[src/rtl/rr_arbiter4.sv]
`default_nettype none
// ============================================================================
// Module   : rr_arbiter4
// Purpose  : Four-requester round-robin arbiter with optional hold timeout.
//            Produces a registered grant that is always all-zero or one-hot,
//            suitable for driving a one-hot to 2-bit index encoder directly.
//            Consecutive grants are always separated by one all-zero cycle.
// Ports    : clk     - system clock, rising edge
//            rst     - synchronous active-high reset
//            req     - [3:0] level-sensitive request lines
//            done    - release strobe from the current holder (GRANT only)
//            gnt     - [3:0] registered grant, all-zero or one-hot
//            busy    - high while a grant is held
//            timeout - one-cycle pulse when HOLD_MAX forces a release
// Params   : HOLD_MAX - max cycles a grant is held (0 = no timeout), 0..255
// Revision : 1.0 - initial release
// ============================================================================
module rr_arbiter4 #(
    parameter int HOLD_MAX = 8
) (
    input  logic       clk,
    input  logic       rst,
    input  logic [3:0] req,
    input  logic       done,
    output logic [3:0] gnt,
    output logic       busy,
    output logic       timeout
);

    localparam logic [0:0] c_st_idle  = 1'b0;
    localparam logic [0:0] c_st_grant = 1'b1;

    // The hold counter is cleared on grant, so the last permitted cycle is
    // HOLD_MAX-1; with HOLD_MAX=0 the comparison is disabled entirely and the
    // counter is free to wrap.
    localparam logic       c_hold_en   = (HOLD_MAX > 0);
    localparam logic [7:0] c_hold_last = (HOLD_MAX > 0) ? 8'(HOLD_MAX - 1) : 8'd0;

    logic [0:0] r_state;
    logic [3:0] r_gnt;
    logic [1:0] r_ptr;
    logic [7:0] r_cnt;
    logic       r_timeout;

    logic [1:0] w_c1, w_c2, w_c3, w_c4;
    logic [1:0] w_idx;
    logic [3:0] w_gnt_next;
    logic       w_hold_expired;
    logic       w_release;

    // Candidates in round-robin order, starting just after the last grant.
    assign w_c1 = r_ptr + 2'd1;
    assign w_c2 = r_ptr + 2'd2;
    assign w_c3 = r_ptr + 2'd3;
    assign w_c4 = r_ptr;

    always_comb begin
        w_idx = w_c4;
        if (req[w_c1]) begin
            w_idx = w_c1;
        end else if (req[w_c2]) begin
            w_idx = w_c2;
        end else if (req[w_c3]) begin
            w_idx = w_c3;
        end
    end

    assign w_gnt_next     = 4'b0001 << w_idx;
    assign w_hold_expired = c_hold_en && (r_cnt == c_hold_last);
    assign w_release      = done | ~req[r_ptr] | w_hold_expired;

    always_ff @(posedge clk) begin
        if (rst) begin
            r_state   <= c_st_idle;
            r_gnt     <= 4'b0000;
            r_ptr     <= 2'd3;
            r_cnt     <= 8'd0;
            r_timeout <= 1'b0;
        end else begin
            r_timeout <= 1'b0;
            if (r_state == c_st_idle) begin
                if (|req) begin
                    r_gnt   <= w_gnt_next;
                    r_ptr   <= w_idx;
                    r_cnt   <= 8'd0;
                    r_state <= c_st_grant;
                end
            end else begin
                if (w_release) begin
                    r_gnt     <= 4'b0000;
                    r_state   <= c_st_idle;
                    // Pulse only when the timeout is the cause; done and a
                    // withdrawn request both take precedence over it.
                    r_timeout <= w_hold_expired & ~done & req[r_ptr];
                end else begin
                    r_cnt <= r_cnt + 8'd1;
                end
            end
        end
    end

    assign gnt     = r_gnt;
    assign busy    = (r_state == c_st_grant);
    assign timeout = r_timeout;

endmodule
`default_nettype wire

[config.mk]
export PLATFORM = sky130hd
export DESIGN_NAME = rr_arbiter4
export DESIGN_NICKNAME = d
export VERILOG_FILES = /design/src/rtl/rr_arbiter4.sv
export SDC_FILE = /design/constraint.sdc
export NUM_CORES = 1
export LEC_CHECK = 0
export CORE_ASPECT_RATIO = 1.25
export CORE_MARGIN = 2
export CORE_UTILIZATION = 45
export DETAILED_ROUTE_END_ITERATION = 6
export MAX_ROUTING_LAYER = met4
export PLACE_DENSITY = 0.76
export SETUP_SLACK_MARGIN = 0.05
export SYNTH_ARGS = -nofsm -noshare
export SYNTH_HDL_FRONTEND = slang
export SYNTH_SLANG_ARGS = --single-unit
[constraint.sdc]
create_clock -name clk -period 2.9 [get_ports clk]
set_input_delay 0.58 -clock clk [delete_from_list [all_inputs] [get_ports clk]]
set_output_delay 0.58 -clock clk [all_outputs]
set_load 0.05 [all_outputs]
* Word-level counts from Yosys, hierarchy flattened
Cells that the tools add are included. Widths: inputs -> output; s select.
Storage, ports and cells: logic and storage cells 51, memories 0, output and inout port bits 6, flip-flop bits (word level) 16, input bits 7, latch bits 0, ROM bits 0, bits in writable memories 0
Cells by class: reduce and logical (&&, ||, !) cells 6, multiply operators 0, mux-type cells 20, add/subtract/negate cells 4, magnitude comparators 4, div/mod/pow operators 0, bitwise gates (word level) 8, shift-type cells 1, equal/unequal tests 3
Operator list (number):
- $mux 8 | 3
- $lt 2x3->1 const B | 4
- $mux 4 | 3
- $add 8x1->8 const B | 1
- $bmux 1 s2 | 4
- $eq 8x3->1 const B | 1
- $mux 1 | 7
- $mux 2 | 3
- $reduce_and 2->1 | 3
- $add 2x2->2 const B | 2
- $not 1->1 | 4
- $reduce_or 4->1 | 1
- $shl 1x2->4 const A | 1
- $reduce_or 3->1 | 1
- $add 2x1->2 const B | 1
- $and 1x1->1 | 2
- $ne 2x1->1 const B | 1
- $ne 2x2->1 const B | 1
- $or 1x1->1 | 2
- $reduce_bool 2->1 | 1

* Longest topological paths before layout
depth after elaboration 9, mapped depth 6, gate-level depth less buffers 5

* Worst setup path after synthesis
No wires, ideal clock.
path type register to register, from register r_state (netlist: busy), to register r_cnt[7], arrival time 1.767 ns, period minus slack after synthesis 1.837 ns, stages on the path, launching flop included 6, setup slack 1.063 ns, cells stage by stage dfxtp_1 > inv_1 > a31o_2 > buf_2 > or4_1 > a21oi_1
On the way: cells in the longest elaborated chain, start to end 2, elaborated cells between the ends (all ways) 4
Ends and longest elaborated chain:
- start, declared | RTL line 39 | logic [0:0] r_state;
- start signal, assigned | RTL line 74 | r_state <= c_st_idle;
- start signal, assigned | RTL line 86 | r_state <= c_st_grant;
- start signal, assigned | RTL line 91 | r_state <= c_st_idle;
- $ne 2x2->1 (no source line) / $reduce_bool 2->1 (equally long branches)
- $reduce_and 2->1 (no source line)
- end signal, assigned | RTL line 96 | r_cnt <= r_cnt + 8'd1;
- end, declared | RTL line 42 | logic [7:0] r_cnt;
Parallel ways exist; a longest one is shown, timed or not. A chain may end at the register's enable or synchronous reset.

* Worst setup path after layout
from input req[1], to register r_cnt[5]
On the way: cells in the longest elaborated chain, start to end 7, elaborated cells between the ends (all ways) 9
Ends and longest elaborated chain:
- start, declared | RTL line 23 | input logic [3:0] req,
- $bmux 1 s2 | RTL line 70 | assign w_release = done | ~req[r_ptr] | w_hold_expired;
- $mux 1 (implied by the code) | RTL line 70
- $not 1->1 | RTL line 70
- $or 1x1->1 (2 in series) | RTL line 70
- $ne 2x2->1 (no source line)
- $reduce_and 2->1 (no source line) (*)
Mark *: on every way between the ends. The rest lies on a longest branch, timed or not. The select of a mux whose other input is x is not followed.

==> impl_results.md <==
* Synthesis-stage register bit count at 16
* LEAKAGE at 0.000341 uW
* WL per Instance at 14.3 um
* Placed instance area at 981 sq um
* Io pins at 13
* Slew Limit Fails at 0
* Multiplexer share of the synthesized area at 0.0346
* Main combinational cell family by area after synthesis: compound AO/OA/AOI/OAI gates
* Simple-Gate Fraction of Synth Area at 0.254
* Final TNS setup at 0 ns
* DR vias at 852
* Cell Rows at 17
* Core box area at 1790 sq um
* Area growth syn-to-layout at 17.3%
* Synth Cell Area at 867 sq um
* Crit start category: input port
* Initial antenna violation count at 0
* Seq. cell area at 320 sq um
* FF-to-FF Start: r_cnt[0]$_SDFFE_PP0P_
* Slew margin rel. at 0.615
* DRT iter0 DRCs at 23
* Most frequent cells in the layout: dfxtp_1 (16), nand2_1 (13), clkdlybuf4s50_1 (12)
* Worst Setup Path Type: in2reg
* Remaining Overflow, GRT at 0
* Top FF cell, synth: dfxtp_1
* RR Endpoint: gnt[0]$_SDFFE_PP0P_
* Post-CTS Resized at 0
* Final-layout fill cell count at 180
* Family with the most delay on the worst path: simple AND/OR/NAND/NOR gates
* Count of max-cap constraint violations at 0
* CTS Hold Buffers Added at 0
* CP Depth at 5
* Diodes inserted at 0
* Ratio of cells with drive above 1 in the final layout at 0.0603
* Chip Width at 43.3 um
* Final Hold Fails at 0
* XOR/XNOR Fraction of Synth Area at 0
* Clk pin slew, worst setup/hold paths at 0.11 ns
* CP Cell Sequence: clkdlybuf4s50_1, or4_1, nand2_1, o21ai_0, a311oi_1
* Initial Utilization at 0.485
* Worst-case clock buffer depth at 2
* Fmax at 459 MHz
* CTS tree: built
* Number of synthesized flops with an enable pin at 0
* CP bufs+invs at 1
* Worst Setup SP: req[1]
* CP arrival at 2.39 ns
* Pwr dens at 504 nW/um^2
* Unrepaired setup endpoints after global routing: false
* CTS sink cnt at 16
* DRC viols at 0
* Post-synthesis instance total at 105
* Setup violators final at 0
* Yosys cell types at 34
* Worst Tran Pin Value at 0.569 ns
* ANT nets after route at 0
* Hold WC Path Type: reg2reg
* First-pass GRT wire length at 3330 um
* Die area at 2300 sq um
* Crit path capture type: register
* Final period utilization at 0.751
* Nets@finish at 125
* H-Tree Level Count at 1
* Setup Buffers After CTS at 0
* Total GRT Usage at 0.202
* Routed WL at 1940 um
* FFs w/ async S/R, synth at 0
* Most common cell after layout, fill and taps aside: dfxtp_1
* Tmin final at 2.18 ns
* Final Power at 513 uW
* Worst EP required at 3.11 ns
* Synth warn at 0
* Dpl hpwl at 1390 um
* Max stage delay on crit path at 0.62 ns
* FF-to-FF path depth at 5
* Syn Area/Cell at 8.26 sq um
* Worst setup path end: r_cnt[5]$_SDFFE_PP0P_
* Sequential share of the synthesized area at 0.369
* Post-Synth Adder-Cell Area at 0.0144
* CTS Buf Count at 3
* Gpl congestion at 0.773
* Clk_lat worst skew at 0.29 ns
* Critical path fanouts, max at 9
* Compound-Gate Fraction of Synth Area at 0.280
* # port buffers at 12
* Vias in the first global route at 777
* Post-route cell area at 1020 sq um
* Die height at 53.1 um
* Status: finished, final reports clean
* Area of the multi-input gates at 505 sq um
* Clock root buffer: clkbuf_4
* First-pass iteration count of the detailed router at 4
* Flop2flop setup slack at 0.79 ns
* Post-Route Skew at 0.0148 ns
* Worst path slowest cell: or4_1
* Largest net degree at the start of global routing at 13
* Post-Syn Nets at 113
* VDD IR-drop max at 296 uV
* Vias/cell at 6.31
==> Yosys cell counts (2+ instances only) <==
master | instances | area, sq um
or4_1 | 5 | 37.5
or3_1 | 3 | 18.8
o31ai_1 | 3 | 22.5
nand3_1 | 6 | 30.0
nand2_1 | 13 | 48.8
mux2i_1 | 3 | 30.0
a21oi_1 | 10 | 50.1
o32ai_1 | 4 | 35.0
a31oi_1 | 2 | 12.5
dfxtp_1 | 16 | 320
nor2_1 | 4 | 15.0
inv_1 | 3 | 11.3
nand2b_1 | 5 | 31.3
buf_2 | 3 | 15.0
o211ai_1 | 4 | 30.0
o21ai_0 | 3 | 15.0
==> sequential cells by signal, summed over array words and instances, names as in the netlist <==
signal and flops:
timeout 1, r_cnt 8, r_ptr 2, gnt 4
busy 1
==> layer usage <==
metal  GRT usage  part of all wire  up-vias
li1            -                 -      422
met1       0.216              0.41      389
met2       0.348              0.52       35
met3      0.0410             0.041        6
met4       0.111             0.024        0
met5           -                 0        -
==> where the power goes <==
group / switching, uW / internal (uW) / leakage [uW]
clock: 73.9 / 76.5 / 0.0000210
combinational: 74.7 / 44.8 / 0.000190
sequential: 12.3 / 231 / 0.000130
==> cell type report <==
type                    instances  share of cell area
multi-input cells              81               0.497
flip-flops and latches         16               0.315
repair buffers                 12               0.118
clock buffers                   4              0.0357
well taps                      19              0.0234
inverters                       3              0.0111
==> worst reg2reg max path: cells and delay by family (launching register included) <==
family,cells,cell delay (ns)
compound gates,3,0.83
flops,1,0.42
fa+ha+maj,1,0.24
simple gates,1,0.50
==> stage by stage <==
stage	setup slack, ns	hold WS, ns	instances	util
finish	0.721	0.468	135	0.569
global route	0.599	0.508	135	0.569
CTS	0.723	0.467	135	0.569
detailed placement	0.421	0.454	131	0.549
global placement	0.520	0.452	131	0.549
floorplan	1.06	0.452	105	-
==> worst min path at each step <==
| stage | start | to | slack, ns | cells past startpoint |
|---|---|---|---|---|
| 6_report | gnt[1]$_SDFFE_PP0P_ | gnt[1]$_SDFFE_PP0P_ | 0.47 | 2 |
| 5_1_grt | gnt[3]$_SDFFE_PP0P_ | gnt[3]$_SDFFE_PP0P_ | 0.51 | 2 |
| 3_3_place_gp | gnt[0]$_SDFFE_PP0P_ | gnt[0]$_SDFFE_PP0P_ | 0.45 | 2 |
| 3_5_place_dp | gnt[1]$_SDFFE_PP0P_ | gnt[1]$_SDFFE_PP0P_ | 0.45 | 2 |
| 2_1_floorplan | r_cnt[7]$_SDFFE_PP0P_ | r_cnt[7]$_SDFFE_PP0P_ | 0.45 | 2 |
| 4_1_cts | gnt[1]$_SDFFE_PP0P_ | gnt[1]$_SDFFE_PP0P_ | 0.47 | 2 |
==> logic make-up (layout without fill, tap and decap cells) <==
kind of cell | Yosys count | count (layout)
buf+inv | 8 | 19
fa+ha+maj | 1 | 1
compound gates | 35 | 35
mux | 3 | 3
simple gates | 42 | 42
flops | 16 | 16
Power figures use the tool's default switching activity.
